**src/rtl/imem_fetch_ctrl.sv**
```systemverilog
// imem_fetch_ctrl
//   Instruction-fetch front end for a single-ported, combinational instruction
//   memory. Owns the program counter, fills a 2-entry prefetch buffer that
//   feeds decode over a valid/ready handshake, shares the memory port with a
//   debug read port (debug wins), and flushes/restarts on redirects.
//
// Ports
//   clk, reset_n            clock, asynchronous active-low reset
//   imem_addr / imem_data   memory address out, instruction word back (same cycle)
//   fetch_en                allow new fetches; buffer keeps draining when low
//   instr_valid/instr/instr_pc/instr_ready
//                           buffer head toward decode
//   redirect_valid/redirect_pc
//                           one-cycle flush + restart request
//   dbg_req/dbg_addr        debug read request, held until dbg_ack
//   dbg_ack/dbg_data        one-cycle ack with registered read data
module imem_fetch_ctrl #(
    parameter int                ADDR_W   = 16,
    parameter int                DATA_W   = 16,
    parameter logic [ADDR_W-1:0] RESET_PC = '0,
    parameter int                PC_STEP  = 2
) (
    input  logic              clk,
    input  logic              reset_n,
    output logic [ADDR_W-1:0] imem_addr,
    input  logic [DATA_W-1:0] imem_data,
    input  logic              fetch_en,
    output logic              instr_valid,
    output logic [DATA_W-1:0] instr,
    output logic [ADDR_W-1:0] instr_pc,
    input  logic              instr_ready,
    input  logic              redirect_valid,
    input  logic [ADDR_W-1:0] redirect_pc,
    input  logic              dbg_req,
    input  logic [ADDR_W-1:0] dbg_addr,
    output logic              dbg_ack,
    output logic [DATA_W-1:0] dbg_data
);

    typedef struct packed {
        logic [ADDR_W-1:0] pc;
        logic [DATA_W-1:0] word;
    } fetch_ent_t;

    fetch_ent_t [1:0]  fifo;
    logic              rd_ptr;
    logic              wr_ptr;
    logic [1:0]        count;
    logic [ADDR_W-1:0] fetch_pc;

    logic dbg_grant;
    logic pop;
    logic fetch_fire;

    // The ack cycle masks the grant, so even a permanently asserted debug
    // request leaves every other cycle free for fetch.
    assign dbg_grant   = dbg_req & ~dbg_ack;
    assign imem_addr   = dbg_grant ? dbg_addr : fetch_pc;

    assign instr_valid = (count != 2'd0);
    assign instr       = fifo[rd_ptr].word;
    assign instr_pc    = fifo[rd_ptr].pc;

    assign pop         = instr_valid & instr_ready;
    // A full buffer may still accept a fetch when its head leaves this cycle.
    assign fetch_fire  = fetch_en & ~dbg_grant & ~redirect_valid &
                         ((count != 2'd2) | pop);

    // Pointers, occupancy and PC. Redirect discards everything buffered; a
    // pop in that cycle has already been consumed by decode.
    always_ff @(posedge clk or negedge reset_n) begin
        if (!reset_n) begin
            rd_ptr   <= 1'b0;
            wr_ptr   <= 1'b0;
            count    <= 2'd0;
            fetch_pc <= RESET_PC;
        end else if (redirect_valid) begin
            rd_ptr   <= 1'b0;
            wr_ptr   <= 1'b0;
            count    <= 2'd0;
            fetch_pc <= redirect_pc;
        end else begin
            if (pop)
                rd_ptr <= ~rd_ptr;
            if (fetch_fire) begin
                wr_ptr   <= ~wr_ptr;
                fetch_pc <= fetch_pc + ADDR_W'(PC_STEP);
            end
            case ({fetch_fire, pop})
                2'b10:   count <= count + 2'd1;
                2'b01:   count <= count - 2'd1;
                default: count <= count;
            endcase
        end
    end

    // Buffer storage; cleared on reset so the head reads zero before the
    // first fetch.
    always_ff @(posedge clk or negedge reset_n) begin
        if (!reset_n) begin
            fifo <= '0;
        end else if (fetch_fire) begin
            fifo[wr_ptr] <= '{pc: fetch_pc, word: imem_data};
        end
    end

    // Debug read: data captured in the grant cycle, ack pulses the next.
    always_ff @(posedge clk or negedge reset_n) begin
        if (!reset_n) begin
            dbg_ack  <= 1'b0;
            dbg_data <= '0;
        end else begin
            dbg_ack <= dbg_grant;
            if (dbg_grant)
                dbg_data <= imem_data;
        end
    end

endmodule

```
**config.mk**
```make
export PLATFORM = sky130hd
export DESIGN_NAME = imem_fetch_ctrl
export DESIGN_NICKNAME = d
export VERILOG_FILES = /design/src/rtl/imem_fetch_ctrl.sv
export SDC_FILE = /design/constraint.sdc
export NUM_CORES = 1
export LEC_CHECK = 0
export ABC_CLOCK_PERIOD_IN_PS = 3850
export CAP_MARGIN = 20
export CORE_UTILIZATION = 23
export CTS_CLUSTER_SIZE = 40
export DETAILED_ROUTE_END_ITERATION = 7
export PLACE_DENSITY = 0.55
export SYNTH_ARGS = -nofsm -noshare
export SYNTH_HDL_FRONTEND = slang
export SYNTH_SLANG_ARGS = --single-unit
```
**constraint.sdc**
```tcl
create_clock -name clk -period 3.85 [get_ports clk]
set_input_delay 0.77 -clock clk [delete_from_list [all_inputs] [get_ports clk]]
set_output_delay 0.77 -clock clk [all_outputs]
set_load 0.01 [all_outputs]
```
==> results.json <==
{
  "grt-ovfl-total": 0,
  "tritoncts_num_sinks": 101,
  "dieArea_um2": 21300,
  "endpoint_kind": "output pin",
  "max_slew.worst_pin.slew_ns": 0.911,
  "grt_antenna_before_repair": 0,
  "setup_viol_count_final": 0,
  "drc": 0,
  "core.rowCount": 52,
  "drt_iter0_markers": 88,
  "cts_htree_levels": 3,
  "floorplan.die.height_um": 146,
  "final-hold-violation-count": 0,
  "timing_max_transition_violations_final": 0,
  "dieWidth_um": 146,
  "net_total_in_the_final_layout": 538,
  "worst_path_required_ns": 3.08,
  "crit_type": "in2out",
  "fill_cells": 2055,
  "netlist_instances": 366,
  "min_period_over_period_pct": 90.3,
  "vias_per_cell": 4.47,
  "cts_made_buffers": 9,
  "cts_resized": 0,
  "post-synth-top-area-cell": "sky130_fd_sc_hd__dfrtp_1",
  "placement.io_buffers": 119,
  "post-dp-hpwl_mm": 8.24,
  "setup_tns_ns": 0,
  "finalCriticalPeriod_ns": 3.48,
  "num_io_pins": 120,
  "postLayoutCoreUtil_pct": 32.3,
  "drt_first_pass_iters": 4,
  "globalplace.congestion": 0.749,
  "ys_seq_elements": 101,
  "dr_total_vias": 3392,
  "clock_tree_from_tritoncts": "yes",
  "postCtsSetupBuffers": 0,
  "drt-wirelength-per-cell_um": 15.9,
  "insertedDiodeCount": 0,
  "netlist-cell-type-count": 42,
  "timing.critical_path.arrival_ns": 2.71,
  "syn-num-nets": 421,
  "syn_area_um2": 4770,
  "synth_top_area_share_pct": 53.0,
  "ys.warnings.count": 0,
  "synth_seq_area_share_pct": 53.0,
  "clock_latency_at_the_later_pin_of_the_worst_skew_pair_ns": 0.35,
  "coreArea_um2": 20300,
  "skew_ns": 0.00803,
  "grt_start_max_net_pins": 80,
  "worst-r2r-cell-count": 6,
  "worst_setup_hold_path_clk_slew_ns": 0.07,
  "cts_hold_buffers": 0,
  "clock_tree.buffer_depth": 2,
  "root_driver": "sky130_fd_sc_hd__clkbuf_16",
  "status": "finished, final reports clean",
  "ant_nets": 0,
  "hold_class": "in2async",
  "drt_wl_total_mm": 12.1,
  "grt_pass1_wl_mm": 19.3,
  "worst-path-max-fanout": 28,
  "p_leak_uw": 0.00265,
  "synth.avg_cell_area_um2": 13.0,
  "area.growth.synth_to_final_pct": 37.7,
  "global_route.usage.total_pct": 11.7,
  "rsz0062_at_grt": "false",
  "multiInputGateArea_um2": 2080,
  "powerDensity_nw_per_um2": 500,
  "clock.fmax_mhz": 288,
  "floorplan.initialDensity_pct": 23.5,
  "slew_headroom_pct": 39.3,
  "yosys-top-cells-area": "sky130_fd_sc_hd__dfrtp_1 53%, sky130_fd_sc_hd__mux2_2 29%, sky130_fd_sc_hd__nand2_1 1.6%",
  "regArea_um2": 2530,
  "setup_crit_start_kind": "input pin",
  "final.hold.worst_slack_ns": 0.244,
  "vias_in_the_first_global_route": 3627,
  "max-vdd-ir-drop_uv": 168,
  "cap_viol_max_count": 0,
  "post_route_cells_drive_above_1_share_pct": 31.8
}
## sequential cells by signal, indices dropped and copies added (netlist names)
register / cells
fetch_pc: 16
dbg_ack: 1
count: 2
wr_ptr: 1
rd_ptr: 1
dbg_data: 16
fifo: 64
## path summary, 6_finish.rpt
| kind | from | to | slack [ns] |
|---|---|---|---|
| worst min-delay path | reset_n | fifo[17] | 0.24 |
| worst max register to register | dbg_ack | fifo[5] | 1.49 |
| worst min register to register | fifo[27] | fifo[27] | 0.50 |
| worst max-delay path | dbg_req | imem_addr[15] | 0.37 |
| max in group asynchronous | reset_n | fifo[35] | 2.68 |
| min in group clk | fifo[27] | fifo[27] | 0.50 |
## worst max-delay path, stage by stage
cell,delay (ns)
sky130_fd_sc_hd__clkdlybuf4s50_1,0.46
sky130_fd_sc_hd__nand2b_1,0.08
sky130_fd_sc_hd__inv_2,0.44
sky130_fd_sc_hd__buf_4,0.24
sky130_fd_sc_hd__nand2_1,0.05
sky130_fd_sc_hd__o21ai_0,0.08
sky130_fd_sc_hd__clkdlybuf4s50_1,0.57
## stage by stage
step / power, uW / instances / setup slack (ns) / instance area [um2]
floorplan: 1940 / 366 / 1.27 / 4770
global placement: 2390 / 741 / 0.412 / 6250
detailed placement: 2430 / 741 / 0.363 / 6250
CTS: 3340 / 757 / 0.346 / 6540
global route: 3460 / 758 / 0.238 / 6570
finish: 3280 / 758 / 0.374 / 6570
## cells in the mapped netlist, drive strengths merged
master	instances
a221o	5
o21ai	12
o211ai	3
buf	13
inv	9
nor3b	3
clkbuf	9
a22oi	3
dfrtp	101
nand4	6
or4	2
a211oi	1
a311o	4
nor2	10
nand3	12
mux2i	2
nor4	2
nor3	6
nor2b	1
nand2b	2
mux2	122
and3	2
o311ai	1
a21oi	3
o21bai	3
ha	1
o31a	1
nand2	20
o21a	1
or2	1
a41o	1
a21o	2
xor2	1
or3	1
## cell usage in the layout (no fill, tap or decap), types with 3 or more instances in the layout
cell type and instances:
sky130_fd_sc_hd__mux2_2 121, sky130_fd_sc_hd__clkdlybuf4s50_1 118, sky130_fd_sc_hd__dfrtp_1 100, sky130_fd_sc_hd__nand2_1 19
sky130_fd_sc_hd__o21ai_0 12, sky130_fd_sc_hd__nand3_1 12, sky130_fd_sc_hd__nor2_1 9, sky130_fd_sc_hd__clkbuf_16 9
sky130_fd_sc_hd__inv_1 8, sky130_fd_sc_hd__buf_4 7, sky130_fd_sc_hd__nand4_1 6, sky130_fd_sc_hd__nor3_1 5
sky130_fd_sc_hd__a221o_1 5, sky130_fd_sc_hd__a311o_1 4, sky130_fd_sc_hd__o211ai_1 3, sky130_fd_sc_hd__a22oi_1 3
sky130_fd_sc_hd__o21bai_1 3, sky130_fd_sc_hd__a21oi_1 3
## power breakdown
| part | leakage, uW | switching [uW] | internal, uW |
|---|---|---|---|
| Sequential | 0.00122 | 154 | 1320 |
| Combinational | 0.00129 | 330 | 596 |
| Clock | 0.000134 | 421 | 465 |
| Total | 0.00265 | 905 | 2380 |
## layout make-up
| class | instances | share of cell area (%) |
|---|---|---|
| multi-input cells | 234 | 31.7 |
| repair buffers | 128 | 19.8 |
| clock buffers | 11 | 3.70 |
| clock inverters | 5 | 0.667 |
| well taps | 270 | 5.14 |
| flip-flops and latches | 101 | 38.5 |
| inverters | 9 | 0.514 |
## per-layer routing
layer	vias to the layer above	part of all wire, %	global-route usage (%)
li1	1573	-	-
met1	1708	45	14.2
met2	100	50	20.1
met3	11	4.2	2.45
met4	0	1.4	4.53
met5	-	0	0
## kinds of logic (layout without fill, tap and decap cells)
family | after synthesis | count (layout) | share of synthesized area (%)
AND/OR/NAND/NOR | 68 | 68 | 7.76
XOR/XNOR | 1 | 1 | 0.184
AO/OA/AOI/OAI | 40 | 40 | 6.09
multiplexers | 124 | 124 | 29.2
adder cells (fa/ha/maj) | 1 | 1 | 0.262
buffers and inverters | 31 | 153 | 3.49
flip-flops | 101 | 101 | 53.0
No activity file was read; power rests on OpenSTA's default activity.
